`config.mk`:
```
export PLATFORM = sky130hd
export DESIGN_NAME = led_blink_controller_flat
export DESIGN_NICKNAME = d
export VERILOG_FILES = /design/src/rtl/led_blink_controller_pkg.sv /design/src/rtl/led_blink_controller_if.sv /design/src/rtl/led_blink_controller_blink_timer.sv /design/src/rtl/led_blink_controller.sv /design/src/flat_wrapper.sv
export SDC_FILE = /design/constraint.sdc
export NUM_CORES = 1
export LEC_CHECK = 0
export CORE_MARGIN = 3
export CORE_UTILIZATION = 54
export DETAILED_ROUTE_END_ITERATION = 7
export PLACE_DENSITY = 0.84
export SLEW_MARGIN = 20
export SYNTH_ARGS = -nofsm -noshare
export SYNTH_HDL_FRONTEND = slang
export SYNTH_HIERARCHICAL = 1
export SYNTH_SLANG_ARGS = --single-unit
export TNS_END_PERCENT = 10
```
`constraint.sdc`:
```
create_clock -name clk -period 3.8 [get_ports clk]
set_clock_uncertainty 0.15 [all_clocks]
set_input_delay 0.76 -clock clk [delete_from_list [all_inputs] [get_ports clk]]
set_output_delay 0.76 -clock clk [all_outputs]
set_load 0.1 [all_outputs]
```
`src/rtl/led_blink_controller_pkg.sv`:
```
// Shared definitions for the LED blink peripheral: register offsets,
// CTRL bit positions and the reset blink period.
package led_blink_controller_pkg;

  typedef enum logic [1:0] {
    ADDR_LED_DATA = 2'd0,
    ADDR_CTRL     = 2'd1,
    ADDR_PERIOD   = 2'd2,
    ADDR_STATUS   = 2'd3
  } reg_addr_e;

  localparam int CTRL_BLINK_EN = 0;
  localparam int CTRL_INVERT   = 1;

  localparam logic [31:0] DEFAULT_PERIOD = 32'd50_000_000;

endpackage

```
`src/rtl/led_blink_controller_if.sv`:
```
// Data-memory bus slice seen by the LED peripheral. The CPU side is the
// master; the peripheral is the slave.
interface led_blink_controller_if;

  logic [31:0] writeData;
  logic        writeEnable;
  logic        readEnable;
  logic [29:0] memAddress;
  logic [31:0] readData;

  modport master (
    output writeData,
    output writeEnable,
    output readEnable,
    output memAddress,
    input  readData
  );

  modport slave (
    input  writeData,
    input  writeEnable,
    input  readEnable,
    input  memAddress,
    output readData
  );

endinterface

```
`src/rtl/led_blink_controller_blink_timer.sv`:
```
// Free-running half-period timer: counts 0..period-1 and toggles phase on wrap.
// A period of zero freezes the timer; restart or disable clears it.
module blink_timer (
  input  logic        clk,
  input  logic        rst,
  input  logic        en,
  input  logic        restart,
  input  logic [31:0] period,
  output logic        phase,
  output logic [31:0] count
);

  logic at_terminal;

  assign at_terminal = (count == (period - 32'd1));

  always_ff @(posedge clk) begin
    if (rst) begin
      count <= '0;
      phase <= 1'b0;
    end else if (restart || !en) begin
      count <= '0;
      phase <= 1'b0;
    end else if (period != 32'd0) begin
      if (at_terminal) begin
        count <= '0;
        phase <= ~phase;
      end else begin
        count <= count + 32'd1;
      end
    end
  end

endmodule

```
`src/rtl/led_blink_controller.sv`:
```
// Memory-mapped LED output peripheral: pattern, control and blink-period
// registers with readback, and a registered LED drive stage.
module led_blink_controller #(
  parameter int          NUM_LEDS       = 16,
  parameter logic [31:0] DEFAULT_PERIOD = led_blink_controller_pkg::DEFAULT_PERIOD
) (
  input  logic                    clk,
  input  logic                    rst,
  led_blink_controller_if.slave   bus,
  output logic [NUM_LEDS-1:0]     leds
);

  import led_blink_controller_pkg::*;

  logic [NUM_LEDS-1:0] led_data;
  logic                blink_en;
  logic                invert;
  logic [31:0]         period;
  logic                phase;
  logic [31:0]         count;
  logic [1:0]          addr;
  logic                restart;
  logic [31:0]         rd_mux;
  logic [NUM_LEDS-1:0] base;
  logic                unused_bits;

  assign addr        = bus.memAddress[1:0];
  assign unused_bits = ^{bus.memAddress[29:2], count[31]};

  // Reprogramming CTRL or the period restarts the blink from phase 0.
  assign restart = bus.writeEnable &&
                   ((addr == ADDR_CTRL) || (addr == ADDR_PERIOD));

  blink_timer u_timer (
    .clk     (clk),
    .rst     (rst),
    .en      (blink_en),
    .restart (restart),
    .period  (period),
    .phase   (phase),
    .count   (count)
  );

  always_comb begin
    rd_mux = '0;
    case (addr)
      ADDR_LED_DATA: rd_mux[NUM_LEDS-1:0] = led_data;
      ADDR_CTRL: begin
        rd_mux[CTRL_BLINK_EN] = blink_en;
        rd_mux[CTRL_INVERT]   = invert;
      end
      ADDR_PERIOD:   rd_mux = period;
      ADDR_STATUS:   rd_mux = {count[30:0], phase};
      default:       rd_mux = '0;
    endcase
  end

  assign base = (blink_en && phase) ? '0 : led_data;

  always_ff @(posedge clk) begin
    if (rst) begin
      led_data     <= '0;
      blink_en     <= 1'b0;
      invert       <= 1'b0;
      period       <= DEFAULT_PERIOD;
      bus.readData <= '0;
      leds         <= '0;
    end else begin
      if (bus.writeEnable) begin
        case (addr)
          ADDR_LED_DATA: led_data <= bus.writeData[NUM_LEDS-1:0];
          ADDR_CTRL: begin
            blink_en <= bus.writeData[CTRL_BLINK_EN];
            invert   <= bus.writeData[CTRL_INVERT];
          end
          ADDR_PERIOD:   period <= bus.writeData;
          default:       ;
        endcase
      end
      bus.readData <= bus.readEnable ? rd_mux : '0;
      leds         <= invert ? ~base : base;
    end
  end

endmodule

```
`src/flat_wrapper.sv`:
```
// flat-port wrapper written by rule: the top's interface ports become plain ports
module led_blink_controller_flat import led_blink_controller_pkg::*;
#(
  parameter int          NUM_LEDS       = 16,
  parameter logic [31:0] DEFAULT_PERIOD = led_blink_controller_pkg::DEFAULT_PERIOD
)
  (clk, rst, leds, bus_writeData, bus_writeEnable, bus_readEnable, bus_memAddress, bus_readData);
  led_blink_controller_if bus_i ();
  input  logic clk;
  input  logic rst;
  output logic [NUM_LEDS-1:0] leds;
  input wire logic [$bits(bus_i.writeData)-1:0] bus_writeData;
  input wire logic [$bits(bus_i.writeEnable)-1:0] bus_writeEnable;
  input wire logic [$bits(bus_i.readEnable)-1:0] bus_readEnable;
  input wire logic [$bits(bus_i.memAddress)-1:0] bus_memAddress;
  output wire logic [$bits(bus_i.readData)-1:0] bus_readData;
  assign bus_i.writeData = bus_writeData;
  assign bus_i.writeEnable = bus_writeEnable;
  assign bus_i.readEnable = bus_readEnable;
  assign bus_i.memAddress = bus_memAddress;
  assign bus_readData = bus_i.readData;
  led_blink_controller #(.NUM_LEDS(NUM_LEDS), .DEFAULT_PERIOD(DEFAULT_PERIOD)) u_core (.clk(clk), .rst(rst), .bus(bus_i), .leds(leds));
endmodule
```
Yosys cells after proc, flatten, opt, wreduce, memory -nomap -nowiden
Cells that the tools add are included.

cells by class
  add/sub/neg operators = 2
  multiply operators = 0
  div/mod/pow operators = 0
  magnitude comparators = 0
  equal/unequal tests = 4
  shift-type cells = 0
  mux-type cells = 6
  bitwise operators = 3
  reductions and logical operators = 13

operators with widths
  kind                   number
  $pmux 14 s3            1
  $add 32x1->32 const B  1
  $eq 32x32->1           1
  $mux 16                2
  $mux 32                1
  $pmux 16 s2            1
  $reduce_bool 32->1     1
  $sub 32x1->32 const B  1
  $not 16->16            1
  $pmux 2 s4             1
  $reduce_and 2->1       4
  $eq 2x2->1 const B     2
  $reduce_or 2->1        2
  $eq 2x1->1 const B     1
  $logic_and 1x1->1      2
  $logic_not 2->1        1
  $logic_or 1x1->1       2
  $not 1->1              2
  $logic_not 1->1        1

word-level totals
  flip-flop bits (word level) = 131
  latch bits = 0
  bits in writable memories = 0
  memory bits (read-only) = 0
  input bits = 66
  output and inout port bits = 48
  logic and storage cells = 36
  memories = 0

Depth between registers and ports, before layout
Gate-level depths: netlist of run 1.

  word-level depth = 5
  gate-level depth with buffers = 12
  mapped depth without buffers = 10

Modules after synthesis
Netlist of run 1, hierarchy kept.

by module, submodules not included
  module                times used  cells an instance  area an instance (sq um)  sequential area each (sq um)
  led_blink_controller  1           393                3,930.0                   1,961.9
  blink_timer           1           366                3,019.1                   660.6

Worst setup path before layout of run 1
OpenSTA, ideal clock, no wires.

  path type = reg2reg
  start point = reg u_core.period[0]
  end point = reg u_core.u_timer.count[12]
  library setup time = 0.141 ns
  data arrival time = 2.930 ns
  data required time = 3.509 ns
  path slack = 0.580 ns
  stages on the path, launching flop included = 13
  path buffers = 2
  period minus slack after synthesis = 3.220 ns
  path through = dfxtp_1 > inv_1 > ha_1 > clkbuf_1 > or3b_2 > or4_1 > a21oi_1 > o22ai_1 > nor4_4 > nand4_1 > nor4_4 > buf_6 > nor3_2

between the ends
  longest elaborated chain between the ends = 3

ends and longest elaborated chain
  what                    RTL line                                RTL
  start, declared         led_blink_controller.sv:18              logic [31:0] period;
  start signal, assigned  led_blink_controller.sv:76              ADDR_PERIOD: period <= bus.writeData;
  $sub 32x1->32           led_blink_controller_blink_timer.sv:15  assign at_terminal = (count == (period - 32'd1));
  $eq 32x32->1            led_blink_controller_blink_timer.sv:15
  $mux 32                 led_blink_controller_blink_timer.sv:25  if (at_terminal) begin
  end signal, assigned    led_blink_controller_blink_timer.sv:29  count <= count + 32'd1;
  end, declared           led_blink_controller_blink_timer.sv:10  output logic [31:0] count

Several ways; a longest one is shown, not always the timed one.
A chain may end at the register's enable or synchronous reset.

Worst setup path in the final report of run 1
  start point = reg u_core.period[8]
  end point = reg u_core.u_timer.count[10]

Same word-level chain as after synthesis.

==> out/results.txt, run 1 <==
Die Span X = 119 microns
Bufs on Longest Clock Path = 2
critical path launch point type = register
final setup fails = 0
CTS Hold Bufs = 0
net switching power = 0.917 mW
Post-Syn Area = 6950 sq um
final wirelength = 20000 microns
Final min period = 3560 ps
pin count of the biggest net entering global routing = 89
power density over the cells = 407 nW/um^2
Required @ worst endpoint = 3910 ps
Gate Count Post-Synth = 759
number of CTS-inserted buffers = 17
fin crit share = 93.8%
CTS tree = built
Die ar. = 14300 sq um
total power = 3.43 mW
WL per Instance = 19.9 microns
slowest stage cell on the critical path = nor4_2
top-area cell type share of the netlist area = 37.7%
RR Startpoint = u_core/period[8]
core area = 12300 sq um
part of the Yosys area used for sequential elements = 37.7%
Final GP Congestion = 0.949
Overflow after GRT = 0
top_reg_cell synth = dfxtp_1
area leader, netlist = dfxtp_1
VDD IR-drop max = 0.312 mV
status = finished clean
worst min path class = register to register
crit-path most repeated cell = nand4_1
final worst slack = 237 ps
Post-CTS Resized = 0
Clock Sinks = 131
crit path launch = u_core/period[8]
most frequent cells after synthesis = 131 x dfxtp_1, 50 x nand3_1, 50 x nor2_1, 45 x a21oi_1, 37 x xnor2_1
Sum Neg Setup Slack = 0 ps
htree depth = 4
flops & latches, synth = 131
initial antenna violation count = 0
I/O Buffers = 85
synthesized area per cell = 9.16 sq um
Post-DP HPWL = 14300 microns
worst-path cell chain = nor4_2 > nand4_1 > or4_1 > xnor2_1 > nor4_1 > nand4_1 > nor4_4 > buf_12 > nor3_1
Post-synth EDFFs = 0
count leader, synth = dfxtp_1
Synthesis Warnings = 6
Clock Power Share = 47.1%
Leak = 2.85 nW
Yosys cell types = 72
slowest stage delay, CP = 680 ps
via/cell ratio = 6.24
Syn-to-layout area delta = 21.6%
Slew @ Worst Pin = 1100 ps
drc violations = 0
first-pass GRT wire length = 31800 microns
# diodes = 0
share of post-route cells with drive strength above 1 = 12.1%
Syn Nets = 832
Fmax = 0.281 GHz
Slew Limit Headroom = 26.3%
antenna-violating nets left = 0
Rows = 40
initial core utilization = 56.4%
hold_sp = u_core/led_data[1]
clk root buf = clkbuf_16
Power Internal = 2.52 mW
Gate power share = 10.8%
Boundary Pins = 114
critical-path maximum fanout = 32
Seq pwr share = 42.1%
Worst-Skew Late Latency = 430 ps
max-cap violation count = 0
Nets = 896
Final Hold Fails = 0
Synth area leaders = dfxtp_1 38%, a21bo_1 4.8%, xnor2_1 4.7%, nor3_2 4.5%, nand3_1 3.6%
GRT Total Usage = 28.2%
critical path class = register to register
FFs w/ async S/R, synth = 0%
Iter 0 DRT Violations = 812
Slew Limit Fails = 0
Die Y = 119 microns
CP endpoint kind = register
Sw Share = 26.7%
worst endpoint data arrival time = 3680 ps
drt pass-1 iters = 5
clock-pin slew on the worst setup and hold paths = 60 ps
pre-CTS WS = 319 ps
# Post-CTS Setup Buffers = 0
via count = 6268
vias in the first global route = 5948
RSZ-0062 raised after global routing = no
## cell usage in the layout, fill, tap and decap left out, types with 3 or more instances in the layout
cell	synthesis	final
a211o_1	12	12
a211oi_1	3	3
a21bo_1	33	33
a21bo_2	5	5
a21boi_1	15	15
a21oi_1	45	45
a222oi_1	14	14
a22oi_1	18	18
a311o_1	3	3
and3_1	16	16
buf_4	0	19
clkbuf_16	0	17
clkdlybuf4s50_1	0	83
clkinv_4	0	4
dfxtp_1	131	131
ha_1	7	6
inv_1	17	17
inv_6	0	4
mux2i_1	19	19
nand2_1	27	27
nand2b_1	7	7
nand3_1	50	50
nand4_1	8	8
nor2_1	50	50
nor2b_1	6	6
nor3_1	21	21
nor3_2	31	31
nor3b_1	3	3
nor4_1	14	14
nor4_4	3	3
o21a_1	3	3
o21ai_0	8	8
o31ai_1	3	3
or3_1	9	9
or4_1	6	6
xnor2_1	37	37
xor2_1	27	27
## cells by family (layout without fill, tap and decap cells)
logic type / count (synthesis) / after routing / share of synthesized area, %
flops: 131 / 131 / 37.7
buf+inv: 77 / 154 / 5.26
xor+xnor: 64 / 64 / 8.07
fa+ha+maj: 7 / 7 / 1.26
compound gates: 186 / 186 / 20.9
simple gates: 275 / 275 / 24.0
mux: 19 / 19 / 2.74
## power groups by stage
stage / clock network [mW] / registers, mW / logic [mW]
2_1_floorplan: 0 / 1.54 / 0.184
3_3_place_gp: 0 / 1.47 / 0.356
3_5_place_dp: 0 / 1.47 / 0.364
4_1_cts: 1.64 / 1.44 / 0.367
5_1_grt: 1.70 / 1.45 / 0.394
6_report: 1.62 / 1.45 / 0.370
## worst max-delay path, delay by kind of cell, from the launching register on
kind	cells	cell delay (ps)
xor gates and xnor gates	1	170
buffers and inverters	1	270
DFF	1	330
and+or+nand+nor	7	2470
## routing by layer
metal / routed length, microns / track usage (%)
met1: 8730 / 38.4
met2: 9420 / 44.4
met3: 1460 / 6.79
met4: 338 / 8.73
met5: 0 / 0
## final cells by class
type | count | area, sq um
Clock buffer | 19 | 433
Inverter | 17 | 63.8
Fill cell | 979 | 3860
Timing Repair Buffer | 105 | 1000
Multi-Input combinational cell | 551 | 3960
Clock inverter | 13 | 150
Tap cell | 168 | 210
Sequential cell | 131 | 2620
## per-stage QoR
step | instance area, sq um | cells | utilization, % | hold slack (ps)
after floorplan | 6950 | 759 | - | 301
after global placement | 7860 | 972 | 63.9 | 345
after detailed placement | 7860 | 972 | 63.9 | 348
after CTS | 8450 | 1004 | 68.6 | 359
after global routing | 8450 | 1004 | 68.6 | 377
final | 8450 | 1004 | 68.6 | 366
## state kept, by name, indices dropped and copies added, names as in the netlist
register / flops
u_core/led_data: 16
u_core/bus.readData: 32
u_core/period: 32
u_core/leds: 16
u_core/u_timer/phase: 1
u_core/blink_en: 1
u_core/invert: 1
u_core/u_timer/count: 32
## path summary, 6_finish.rpt
path | end | slack (ps) | cells past startpoint
max | u_core/u_timer/count[10] | 240 | 9
min | u_core/bus.readData[1] | 370 | 2
max reg2reg | u_core/u_timer/count[10] | 240 | 9
min reg2reg | u_core/bus.readData[1] | 370 | 2
No activity file was read; power rests on OpenSTA's default activity.
==> run 2: changes to the inputs <==
--- a/config.mk
+++ b/config.mk
@@ -6,10 +6,9 @@
 export NUM_CORES = 1
 export LEC_CHECK = 0
 export CORE_MARGIN = 3
-export CORE_UTILIZATION = 54
+export CORE_UTILIZATION = 49
 export DETAILED_ROUTE_END_ITERATION = 7
-export PLACE_DENSITY = 0.84
-export SLEW_MARGIN = 20
+export PLACE_DENSITY = 0.8
 export SYNTH_ARGS = -nofsm -noshare
 export SYNTH_HDL_FRONTEND = slang
 export SYNTH_HIERARCHICAL = 1
==> constraint.sdc (replaced) <==
create_clock -name clk -period 2.94 [get_ports clk]
set_clock_uncertainty 0.15 [all_clocks]
set_input_delay 0.588 -clock clk [delete_from_list [all_inputs] [get_ports clk]]
set_output_delay 0.588 -clock clk [all_outputs]
set_load 0.1 [all_outputs]
==> run 2 against run 1 <==
Effect of this change:
- worst hold slack worse by 5.5 ps
- first-iteration DRC count down 3.2%
- routed wire length is 2.6% higher
- the run now ends with setup timing left
==> out/results.txt, run 2 (synthesized netlist as in run 1, its figures left out) <==
most common cell after layout, fill and taps aside = buf_4 (was dfxtp_1)
antenna-violating nets left = 0 (unchanged)
Die Span X = 125 microns (was 119 microns)
worst min path class = register to register (unchanged)
Syn-to-layout area delta = 32.4% (was 21.6%)
Die Y = 125 microns (was 119 microns)
failing checks = setup timing
Die ar. = 15600 sq um (was 14300 sq um)
htree depth = 4 (unchanged)
critical path launch point type = register (unchanged)
Required @ worst endpoint = 3090 ps (was 3910 ps)
Sw Share = 26.4% (was 26.7%)
initial core utilization = 51.3% (was 56.4%)
Final GP Congestion = 0.934 (was 0.949)
Final min period = 3020 ps (was 3560 ps)
Util after Layout = 67.8% (was 68.6%)
share of post-route cells with drive strength above 1 = 28.0% (was 12.1%)
final worst slack = -81.6 ps (was 237 ps)
max-cap violation count = 0 (unchanged)
most frequent cells in the layout = 137 x buf_4, 124 x dfxtp_1, 50 x nand3_1 (was 131 x dfxtp_1, 83 x clkdlybuf4s50_1, 50 x nand3_1, 50 x nor2_1, 45 x a21oi_1)
final setup fails = 33 (was 0)
Fill cells = 1004 (was 979)
Power Internal = 3.34 mW (was 2.52 mW)
status = finished with violations (was finished clean)
Seq pwr share = 40.7% (was 42.1%)
RSZ-0062 raised after global routing = yes (was no)
vias in the first global route = 6216 (was 5948)
worst endpoint data arrival time = 3170 ps (was 3680 ps)
Post-DP HPWL = 13800 microns (was 14300 microns)
critical-path maximum fanout = 8 (was 32)
power density over the cells = 493 nW/um^2 (was 407 nW/um^2)
Placed Cells = 1039 (was 972)
Fmax = 0.331 GHz (was 0.281 GHz)
# diodes = 0 (unchanged)
clk root buf = clkbuf_16 (unchanged)
net switching power = 1.20 mW (was 0.917 mW)
number of CTS-inserted buffers = 17 (unchanged)
CP endpoint kind = register (unchanged)
CTS tree = built (unchanged)
VDD IR-drop max = 0.416 mV (was 0.312 mV)
clock-pin slew on the worst setup and hold paths = 60 ps (about the same)
via count = 6677 (was 6268)
Slew @ Worst Pin = 752 ps (was 1100 ps)
Nets = 975 (was 896)
Overflow after GRT = 0 (unchanged)
final wirelength = 20500 microns (was 20000 microns)
Slew Limit Headroom = 49.8% (was 26.3%)
first-pass GRT wire length = 32200 microns (was 31800 microns)
GRT Total Usage = 25.3% (was 28.2%)
Clock Power Share = 46.9% (was 47.1%)
I/O Buffers = 85 (unchanged)
Gate power share = 12.4% (was 10.8%)
drc violations = 0 (unchanged)
via/cell ratio = 6.12 (was 6.24)
fin crit share = 103% (was 93.8%)
Rows = 42 (was 40)
drt pass-1 iters = 7 (was 5)
core area = 13600 sq um (was 12300 sq um)
Bufs on Longest Clock Path = 2 (unchanged)
Clock Sinks = 131 (unchanged)
Top Registers = u_core/bus.readData x32, u_core/period x32, u_core/u_timer/count x32 (unchanged)
non-filler instance count after layout = 1091 (was 1004)
WL per Instance = 18.8 microns (was 19.9 microns)
total power = 4.54 mW (was 3.43 mW)
Final Hold Fails = 0 (unchanged)
initial antenna violation count = 0 (unchanged)
critical path class = register to register (unchanged)
pin count of the biggest net entering global routing = 90 (was 89)
Leak = 3.40 nW (was 2.85 nW)
Worst-Skew Late Latency = 420 ps (was 430 ps)
minimum hold slack = 361 ps (was 366 ps)
Slew Limit Fails = 0 (unchanged)
Boundary Pins = 114 (unchanged)
Iter 0 DRT Violations = 786 (was 812)
==> run 2: changes by cell type in the layout (fill, tap and decap cells not counted), moves of 3 or more <==
cell             delta
or4_4               +3
buf_6               +3
dfxtp_1             -7
buf_4             +118
dfxtp_4             +5
or4_1               -3
nor4_1              -3
clkdlybuf4s50_1    -48
buf_12              +3
==> run 2: through the flow <==
| step | instance area (sq um) | worst slack [ps] | setup TNS (ps) |
|---|---|---|---|
| 2_1_floorplan | 7000 | -50.5 | -1490 |
| 3_3_place_gp | 8270 | -161 | -4850 |
| 3_5_place_dp | 8270 | -230 | -6990 |
| 4_1_cts | 9140 | -56.8 | -446 |
| 5_1_grt | 9200 | -176 | -5350 |
| 6_report | 9200 | -81.6 | -2030 |
==> run 2: cell type report <==
cell class | instances | area, sq um | share of cell area (%)
clock buffers | 18 | 450 | 4.90
clock inverters | 14 | 150 | 1.63
inverters | 17 | 63.8 | 0.694
multi-input cells | 551 | 4100 | 44.5
flip-flops and latches | 131 | 2640 | 28.7
well taps | 176 | 220 | 2.39
repair buffers | 184 | 1570 | 17.1
==> run 2: worst paths after layout <==
check	from	to	slack, ps	cells past startpoint
setup / recovery	u_core/period[1]	u_core/u_timer/count[10]	-80	11
hold reg to reg	u_core/led_data[1]	u_core/bus.readData[1]	360	2
hold / removal	u_core/led_data[1]	u_core/bus.readData[1]	360	2
setup reg to reg	u_core/period[1]	u_core/u_timer/count[10]	-80	11
==> run 2: power groups by stage <==
stage	logic, mW	registers (mW)	clock network, mW
3_5_place_dp	0.528	1.88	0
6_report	0.564	1.85	2.13
4_1_cts	0.549	1.85	2.15
5_1_grt	0.596	1.85	2.23
3_3_place_gp	0.522	1.88	0
2_1_floorplan	0.243	1.99	0
==> run 2: worst max-delay path: stages (launching register included) <==
cell and delay [ps]:
dfxtp_4 360, buf_6 120, nor4_4 360, nand4_4 210, or4_4 560, a211oi_2 190
a311o_1 190, nand2_2 90, nor4_4 250, buf_4 210, buf_12 140, nor3_1 50
==> run 2: routing by layer <==
| metal | part of all wire (%) | GRT usage, % |
|---|---|---|
| met3 | 8.4 | 4.82 |
| met2 | 46 | 39.5 |
| met4 | 2.7 | 10.5 |
| met1 | 42 | 34.6 |
| met5 | 0 | 0 |
==> run 2: repair_timing <==
| action | CTS | global route |
|---|---|---|
| gates resized for setup | 30 | 9 |
| pin swaps | 17 | 29 |
| hold endpoints to repair | 0 | 0 |
| setup endpoints to repair | 33 | 33 |
| setup buffers | 13 | 5 |
| hold buffers | 0 | 0 |
| cloned | 3 | 0 |
==> run 3: changes to the inputs <==
--- a/config.mk
+++ b/config.mk
@@ -6,9 +6,10 @@
 export NUM_CORES = 1
 export LEC_CHECK = 0
 export CORE_MARGIN = 3
-export CORE_UTILIZATION = 49
+export CORE_UTILIZATION = 54
 export DETAILED_ROUTE_END_ITERATION = 7
-export PLACE_DENSITY = 0.8
+export PLACE_DENSITY = 0.84
+export SKIP_CTS_REPAIR_TIMING = 1
 export SYNTH_ARGS = -nofsm -noshare
 export SYNTH_HDL_FRONTEND = slang
 export SYNTH_HIERARCHICAL = 1
==> constraint.sdc (replaced) <==
create_clock -name clk -period 3.4 [get_ports clk]
set_clock_uncertainty 0.15 [all_clocks]
set_input_delay 0.68 -clock clk [delete_from_list [all_inputs] [get_ports clk]]
set_output_delay 0.68 -clock clk [all_outputs]
set_load 0.1 [all_outputs]
==> run 3 against run 2 <==
Effect of this change:
- clock-buffer cell count stayed put
- die area is 8.8% lower
- sequential power is 13% lower
- the run now ends clean
- design area is 6.7% lower
- combinational power is 21% lower
- worst hold slack better by 17 ps
- power is 15% lower
- global-route usage is 3.1 points higher
==> out/results.txt, run 3 (synthesized netlist as in run 1, its figures left out) <==
final wirelength = 20600 microns (was 20500 microns)
most common cell after layout, fill and taps aside = dfxtp_1 (was buf_4)
Final min period = 3280 ps (was 3020 ps)
Iter 0 DRT Violations = 673 (was 786)
Die Y = 119 microns (was 125 microns)
Slew Limit Headroom = 47.7% (was 49.8%)
initial antenna violation count = 0 (unchanged)
Die ar. = 14300 sq um (was 15600 sq um)
via/cell ratio = 6.26 (was 6.12)
final setup fails = 0 (was 33)
Overflow after GRT = 0 (unchanged)
worst endpoint data arrival time = 3420 ps (was 3170 ps)
# diodes = 0 (unchanged)
highest metal used = met4 (unchanged)
slowest stage delay, CP = 650 ps (was 560 ps)
most frequent cells in the layout = 130 x dfxtp_1, 90 x buf_4, 50 x nand3_1, 50 x nor2_1, 45 x a21oi_1 (was 137 x buf_4, 124 x dfxtp_1, 50 x nand3_1)
Leak = 3.08 nW (was 3.40 nW)
WL per Instance = 20.0 microns (was 18.8 microns)
Slew @ Worst Pin = 784 ps (was 752 ps)
slowest stage cell on the critical path = or4_1 (was or4_4)
Fill cells = 947 (was 1004)
first-pass GRT wire length = 32100 microns (was 32200 microns)
critical path launch point type = register (unchanged)
I/O Buffers = 85 (unchanged)
status = finished clean (was finished with violations)
via count = 6449 (was 6677)
CP endpoint kind = register (unchanged)
Post-Route M1 WL = 8850 microns (was 8680 microns)
core area = 12300 sq um (was 13600 sq um)
Util after Layout = 69.7% (was 67.8%)
initial core utilization = 56.4% (was 51.3%)
critical path class = register to register (unchanged)
critical-path maximum fanout = 8 (unchanged)
VDD IR-drop max = 0.524 mV (was 0.416 mV)
max-cap violation count = 0 (unchanged)
Fmax = 0.305 GHz (was 0.331 GHz)
share of post-route cells with drive strength above 1 = 21.1% (was 28.0%)
CTS tree = built (unchanged)
Top Registers = u_core/bus.readData x32, u_core/period x32, u_core/u_timer/count x32 (unchanged)
number of CTS-inserted buffers = 17 (unchanged)
Bufs on Longest Clock Path = 2 (unchanged)
worst-path cell chain = or4_1 > or4_1 > a21oi_1 > o22ai_1 > nor4_4 > nand4_1 > nor4_4 > buf_4 > buf_6 > nor3_2 (was buf_6 > nor4_4 > nand4_4 > or4_4 > a211oi_2 > a311o_1 > nand2_2 > nor4_4 > buf_4 > buf_12 > nor3_1)
Met2 Wirelength = 9830 microns (was 9510 microns)
Worst-Skew Late Latency = 430 ps (was 420 ps)
Nets = 922 (was 975)
GRT Total Usage = 28.4% (was 25.3%)
Slew Limit Fails = 0 (unchanged)
Boundary Pins = 114 (unchanged)
pin count of the biggest net entering global routing = 62 (was 90)
Syn-to-layout area delta = 23.5% (was 32.4%)
clk root buf = clkbuf_16 (unchanged)
Final GP Congestion = 0.929 (was 0.934)
antenna-violating nets left = 0 (unchanged)
CP delay by family, top = simple AND/OR/NAND/NOR gates (unchanged)
Final Hold Fails = 0 (unchanged)
htree depth = 4 (unchanged)
Post-DP HPWL = 14500 microns (was 13800 microns)
Rows = 40 (was 42)
clock-pin slew on the worst setup and hold paths = 60 ps (about the same)
Required @ worst endpoint = 3540 ps (was 3090 ps)
worst min path class = register to register (unchanged)
total power = 3.85 mW (was 4.54 mW)
Worst Path Buf+Inv = 2 (was 3)
power density over the cells = 449 nW/um^2 (was 493 nW/um^2)
met3 wire length = 1470 microns (was 1720 microns)
vias in the first global route = 6097 (was 6216)
fin crit share = 96.5% (was 103%)
drc violations = 0 (unchanged)
Die Span X = 119 microns (was 125 microns)
Clock Sinks = 131 (unchanged)
drt pass-1 iters = 5 (was 7)
run 3: layout make-up:
class                           count  area (sq um)  share of cell area [%]
Clock buffer                       18           429                    5.00
Clock inverter                     14           155                    1.81
Inverter                           17          63.8                   0.743
Multi-Input combinational cell    551          3990                    46.5
Sequential cell                   131          2620                    30.6
Tap cell                          168           210                    2.45
Timing Repair Buffer              131          1110                    13.0
run 3: path summary, 6_finish.rpt:
kind,slack (ps),depth (start not counted),startpoint,end
min,380,2,u_core/led_data[1],u_core/bus.readData[1]
min reg2reg,380,2,u_core/led_data[1],u_core/bus.readData[1]
max reg2reg,120,10,u_core/period[4],u_core/u_timer/count[1]
max,120,10,u_core/period[4],u_core/u_timer/count[1]
run 3: power breakdown:
group | switching, mW | internal [mW]
registers | 0.0354 | 1.57
logic | 0.278 | 0.165
clock network | 0.715 | 1.09
total | 1.03 | 2.82
run 3: worst reg2reg max path: cells and delay by family, from the launching register on:
family | cells | cell delay (ps)
buf+inv | 2 | 370
simple gates | 6 | 1970
flops | 1 | 380
compound gates | 2 | 280
run 3: through the flow:
stage / setup TNS (ps) / hold slack (ps) / cell area (sq um) / cells / setup WS [ps]
floorplan: 0 / 301 / 6950 / 759 / 180
global placement: 0 / 330 / 7930 / 995 / 156
detailed placement: 0 / 342 / 7930 / 995 / 77.8
CTS: 0 / 363 / 8510 / 1027 / 25.2
global route: -1010 / 399 / 8580 / 1030 / -48.0
finish: 0 / 377 / 8580 / 1030 / 120
run 3: per-layer routing:
metal,up-vias,track usage (%)
li1,2965,-
met4,0,10.1
met1,3130,38.2
met3,52,6.22
met5,-,0
met2,302,45.1
